===== src/rtl/sd_decim_pkg.sv =====
// Shared types and helpers for the sigma-delta decimation scheduler.
// Holds the FSM states, default sizes, FIFO entry and round-robin pick.
package sd_decim_pkg;

  localparam int NCH_DEF = 4;
  localparam int CHW_DEF = 2;
  localparam int RW_DEF  = 10;
  localparam int DW_DEF  = 33;

  typedef enum logic [2:0] {
    IDLE,
    SELECT,
    ACCUM,
    DUMP,
    CAPTURE,
    STALL
  } state_e;

  typedef struct packed {
    logic [CHW_DEF-1:0] ch;
    logic [DW_DEF-1:0]  data;
  } fifo_entry_t;

  // First set mask bit strictly after ptr, wrapping modulo nch.
  function automatic logic [2:0] rr_pick(
    input logic [7:0] mask,
    input logic [2:0] ptr,
    input int         nch
  );
    logic [2:0] pick;
    logic [2:0] idx;
    logic       found;
    pick  = ptr;
    found = 1'b0;
    for (int i = 1; i <= 8; i++) begin
      if (i <= nch) begin
        idx = 3'((int'(ptr) + i) % nch);
        if (!found && mask[idx]) begin
          pick  = idx;
          found = 1'b1;
        end
      end
    end
    return pick;
  endfunction

endpackage


===== src/rtl/sd_decim_out_fifo.sv =====
// Two-entry result FIFO with valid/ready output.
// Push into a full FIFO is accepted when a pop happens in the same cycle.
module sd_decim_out_fifo
  import sd_decim_pkg::*;
(
  input  logic        clk,
  input  logic        rst_n,
  input  logic        push_i,
  input  fifo_entry_t push_data_i,
  input  logic        pop_i,
  output fifo_entry_t out_o,
  output logic        valid_o,
  output logic        full_o,
  output logic        empty_o
);

  fifo_entry_t mem_q [2];
  logic        rd_q;
  logic [1:0]  cnt_q;
  logic        wr_idx;
  logic        do_pop;
  logic        do_push;

  assign empty_o = (cnt_q == 2'd0);
  assign full_o  = (cnt_q == 2'd2);
  assign valid_o = !empty_o;
  assign out_o   = mem_q[rd_q];
  assign wr_idx  = rd_q ^ cnt_q[0];
  assign do_pop  = pop_i && !empty_o;
  assign do_push = push_i && (!full_o || do_pop);

  always_ff @(posedge clk or negedge rst_n) begin
    if (!rst_n) begin
      mem_q[0] <= '0;
      mem_q[1] <= '0;
      rd_q     <= 1'b0;
      cnt_q    <= 2'd0;
    end else begin
      if (do_push) mem_q[wr_idx] <= push_data_i;
      if (do_pop) rd_q <= ~rd_q;
      cnt_q <= cnt_q + 2'(do_push) - 2'(do_pop);
    end
  end

endmodule


===== src/rtl/sd_decim_sched.sv =====
// Round-robin scheduler sharing one decimation accumulator among channels.
// Runs clear/accumulate/dump per block and queues tagged results.
module sd_decim_sched
  import sd_decim_pkg::*;
#(
  parameter int NCH = NCH_DEF,
  parameter int CHW = CHW_DEF,
  parameter int RW  = RW_DEF,
  parameter int DW  = DW_DEF
) (
  input  logic           clk,
  input  logic           reset,
  input  logic           cfg_enable,
  input  logic [RW-1:0]  cfg_ratio,
  input  logic [NCH-1:0] cfg_ch_mask,
  input  logic [NCH-1:0] ch_valid,
  output logic [NCH-1:0] ch_ack,
  output logic [CHW-1:0] ch_sel,
  output logic           dec_acc_clr,
  output logic           dec_acc_en,
  output logic           dec_dump,
  input  logic [DW-1:0]  dec_result,
  output logic [DW-1:0]  out_data,
  output logic [CHW-1:0] out_ch,
  output logic           out_valid,
  input  logic           out_ready,
  output logic           busy,
  output logic           ovf_sticky,
  input  logic           ovf_clr
);

  state_e         state_q;
  logic [CHW-1:0] ch_sel_q;
  logic [CHW-1:0] rr_q;
  logic [RW-1:0]  ratio_q;
  logic [RW-1:0]  cnt_q;
  logic [DW-1:0]  hold_q;
  logic           ovf_q;

  logic [CHW-1:0] next_ch;
  logic [RW-1:0]  ratio_eff;
  logic [RW-1:0]  cnt_inc;
  logic           mask_any;
  logic           accept;
  logic           room;
  logic           push;
  logic           pop;
  logic           fifo_full;
  logic           fifo_empty;
  fifo_entry_t    push_ent;
  fifo_entry_t    out_ent;

  assign next_ch   = CHW'(rr_pick(8'(cfg_ch_mask), 3'(rr_q), NCH));
  assign ratio_eff = (cfg_ratio == '0) ? RW'(1) : cfg_ratio;
  assign cnt_inc   = cnt_q + RW'(1);
  assign mask_any  = |cfg_ch_mask;
  assign accept    = (state_q == ACCUM) && ch_valid[ch_sel_q];

  assign pop  = out_valid && out_ready;
  assign room = !fifo_full || pop;
  assign push = ((state_q == CAPTURE) || (state_q == STALL)) && room;

  assign push_ent.ch   = ch_sel_q;
  assign push_ent.data = (state_q == CAPTURE) ? dec_result : hold_q;

  assign ch_ack      = accept ? (NCH'(1) << ch_sel_q) : '0;
  assign dec_acc_en  = accept;
  assign dec_acc_clr = (state_q == SELECT);
  assign dec_dump    = (state_q == DUMP);
  assign busy        = (state_q != IDLE);
  assign ch_sel      = ch_sel_q;
  assign ovf_sticky  = ovf_q;
  assign out_data    = out_ent.data;
  assign out_ch      = out_ent.ch;

  always_ff @(posedge clk or negedge reset) begin
    if (!reset) begin
      state_q  <= IDLE;
      ch_sel_q <= '0;
      rr_q     <= CHW'(NCH - 1);
      ratio_q  <= RW'(1);
      cnt_q    <= '0;
      hold_q   <= '0;
    end else begin
      unique case (state_q)
        IDLE: begin
          if (cfg_enable && mask_any) state_q <= SELECT;
        end
        SELECT: begin
          ratio_q <= ratio_eff;
          cnt_q   <= '0;
          if (mask_any) begin
            ch_sel_q <= next_ch;
            rr_q     <= next_ch;
            state_q  <= ACCUM;
          end else begin
            state_q  <= IDLE;
          end
        end
        ACCUM: begin
          if (accept) begin
            cnt_q <= cnt_inc;
            if (cnt_inc == ratio_q) state_q <= DUMP;
          end
        end
        DUMP: state_q <= CAPTURE;
        CAPTURE: begin
          hold_q <= dec_result;
          if (room) state_q <= cfg_enable ? SELECT : IDLE;
          else      state_q <= STALL;
        end
        STALL: begin
          if (room) state_q <= cfg_enable ? SELECT : IDLE;
        end
        default: state_q <= IDLE;
      endcase
    end
  end

  // Set wins over clear so a refusal in the clearing cycle is not lost.
  always_ff @(posedge clk or negedge reset) begin
    if (!reset) begin
      ovf_q <= 1'b0;
    end else if ((state_q == STALL) && |(ch_valid & cfg_ch_mask)) begin
      ovf_q <= 1'b1;
    end else if (ovf_clr) begin
      ovf_q <= 1'b0;
    end
  end

  sd_decim_out_fifo u_fifo (
    .clk        (clk),
    .rst_n      (reset),
    .push_i     (push),
    .push_data_i(push_ent),
    .pop_i      (pop),
    .out_o      (out_ent),
    .valid_o    (out_valid),
    .full_o     (fifo_full),
    .empty_o    (fifo_empty)
  );

endmodule


===== config.mk =====
export PLATFORM = sky130hd
export DESIGN_NAME = sd_decim_sched
export DESIGN_NICKNAME = d
export VERILOG_FILES = /design/src/rtl/sd_decim_pkg.sv /design/src/rtl/sd_decim_out_fifo.sv /design/src/rtl/sd_decim_sched.sv
export SDC_FILE = /design/constraint.sdc
export NUM_CORES = 1
export LEC_CHECK = 0
export CORE_MARGIN = 2
export CORE_UTILIZATION = 31
export DETAILED_ROUTE_END_ITERATION = 12
export HOLD_SLACK_MARGIN = 0.12
export PLACE_DENSITY_LB_ADDON = 0.1
export SYNTH_ARGS = -nofsm -noshare
export SYNTH_HDL_FRONTEND = slang
export SYNTH_HIERARCHICAL = 1
export SYNTH_SLANG_ARGS = --single-unit

===== constraint.sdc =====
create_clock -name clk -period 3.1 [get_ports clk]
set_input_delay 0.31 -clock clk [delete_from_list [all_inputs] [get_ports clk]]
set_output_delay 0.31 -clock clk [all_outputs]
set_load 0.02 [all_outputs]

==> flow_summary.yaml <==
final_layout:
  finalNonFillerCells: 1156
  final_area_um2: 9569
  diodes: 0
  syn_to_final_growth_pct: 23.37
  drive_gt1_frac: 0.1791
  nNetsFinal: 878
floorplanning:
  die_w_um: 162.2
  num_io_pins: 103
  rows: 57
  initial_utilization: 0.3171
  fp.dieArea_um2: 26300
  core_area_um2: 24460
  fp.dieH_um: 162.2
synth:
  syn-cell-area_um2: 7756
  yosysWarnings: 6
  synth_cells: 753
  avgSynthCellArea_um2: 10.30
  synth.net_count: 811
critical_path:
  r2r_cells: 7
  cp_cell_sequence: "mux2_2 > clkdlybuf4s50_1"
  critPathMaxStageDelay_ns: 1.06
  cpLargestDelayFamily: "flip-flops"
  worstPathArrival_ns: 2.56
  crit_fanout: 81
  critPathLaunchType: "register"
  crit_slowest_cell: "dfrtp_4"
  setup.worst_path.class: "reg -> out"
  crit_required_ns: 2.79
  crit_buf_inv: 1
  cp.depth: 2
  end_kind: "primary output"
power:
  pwr_density_cell_nw_per_um2: 1032
  vdd_drop_max_v: 0.0004754
  cellLeakagePower_nw: 3.408
  total_power_mw: 9.877
clocking:
  clk_latency_ns: 0.42
  cts_sinks: 134
  h-tree-depth: 4
  cts_made_buffers: 17
  cts_setup_buffers: 0
  cts_tree: "done"
  clk_pin_slew_ns: 0.06
  hold_buffers: 1
  clock_path_buffers: 2
  cts_root_buffer: "clkbuf_16"
  cts_resized: 0
placement:
  dpl_cell_area_um2: 9001
  gp_congestion: 0.7907
  port_buffers: 102
  place_inst: 1124
  hpwlAfterDp_um: 14040
sta:
  finalMaxSlewViolations: 0
  tightest_slew_ns: 1.036
  max_slew_margin: 0.3091
  fin_crit_sh: 0.9242
  hold_viol: 0
  whs_ns: 0.4853
  clock_skew_ns: 0.01015
  period_needed_ns: 2.865
  rsz0062_at_grt: "no"
  tns_ns: 0
  setup_violations: 0
  fmax_ghz: 0.3490
grt:
  grt_antenna_before_repair: 0
  grt_pass1_vias: 6623
  grt_usage: 0.1725
  grt_max_degree: 95
  grt_pass1_wl_um: 36090
  gr-total-overflow: 0
min_path:
  hp-class: "in -> reg"
  worst_hold_path.num_cells: 2
flow_run:
  maxCapViolCount: 0
detailed_routing:
  num_vias: 6476
  drc: 0
  wl_um: 22180
  detail-route-antenna-nets: 0
  drtPass1Iterations: 4
  wire_per_inst_um: 19.19
  viasPerCell: 5.602
  drtIter0Drc: 373
status:
  outcome: "complete, no violations"
-- sequential cells by signal, summed over array words and instances, names as in the netlist --
signal	count
hold_q	33
state_q	3
u_fifo/rd_q	1
ratio_q	10
ovf_sticky	1
u_fifo/mem_q	70
ch_sel	2
cnt_q	10
rr_q	2
u_fifo/cnt_q	2
-- per-stage QoR --
stage	util	worst slack, ns
after floorplan	-	0.6267
after global placement	0.3680	0.4962
after detailed placement	0.3680	0.4617
after CTS	0.3912	0.1892
after global routing	0.3912	0.08384
final	0.3912	0.2349
-- worst reg2reg max path, cell delays in order (launching register included) --
cell and delay, ns:
dfrtp_1 0.44, or2_1 0.30, a21boi_0 0.55, nor2_4 0.20, inv_2 0.43, buf_4 0.29, o2bb2ai_1 0.14, a311o_1 0.13
-- final cells by class --
cell class	count	area [µm²]
clock buffers	22	454.2
clock inverters	9	103.9
fillers	2392	14890
inverters	11	41.29
multi-input cells	531	3968
flip-flops and latches	134	3362
well taps	324	405.4
repair buffers	125	1235
-- final timing paths --
| path | slack (ns) | start | to |
|---|---|---|---|
| setup / recovery | 0.23 | u_fifo/rd_q | out_data[28] |
| hold reg to reg | 0.49 | hold_q[15] | hold_q[15] |
| hold / removal | 0.49 | ovf_clr | ovf_sticky |
| max in group asynchronous | 1.67 | reset | rr_q[1] |
| setup reg to reg | 0.57 | u_fifo/cnt_q[1] | u_fifo/mem_q[47] |
| min in group asynchronous | 0.53 | reset | ratio_q[1] |
-- layer usage --
metal,vias to the layer above,global-route usage,routed length (µm)
li1,3034,-,-
met1,3280,0.2291,10620
met2,139,0.2816,10380
met3,23,0.03652,794
met4,0,0.05471,386
met5,-,0,0
-- report_power, final --
part | switching (mW) | internal (mW)
registers | 0.671 | 2.40
logic | 2.61 | 2.22
clock network | 0.777 | 1.20
-- placed cells by master (no fill, tap or decap), types with 8 or more instances in the layout --
cell type / instances
dfrtp_1: 129
o21ai_0: 21
a21oi_1: 15
nor2_1: 11
a2bb2oi_1: 33
nand2_1: 61
xnor2_1: 9
or3_1: 36
nor3_1: 9
o2bb2ai_1: 33
a311o_1: 35
o211ai_1: 37
nor4_1: 35
inv_1: 8
nand3_1: 38
clkbuf_16: 17
mux2_2: 74
clkdlybuf4s50_1: 101
buf_4: 19
(Power assumes the default switching activity.)
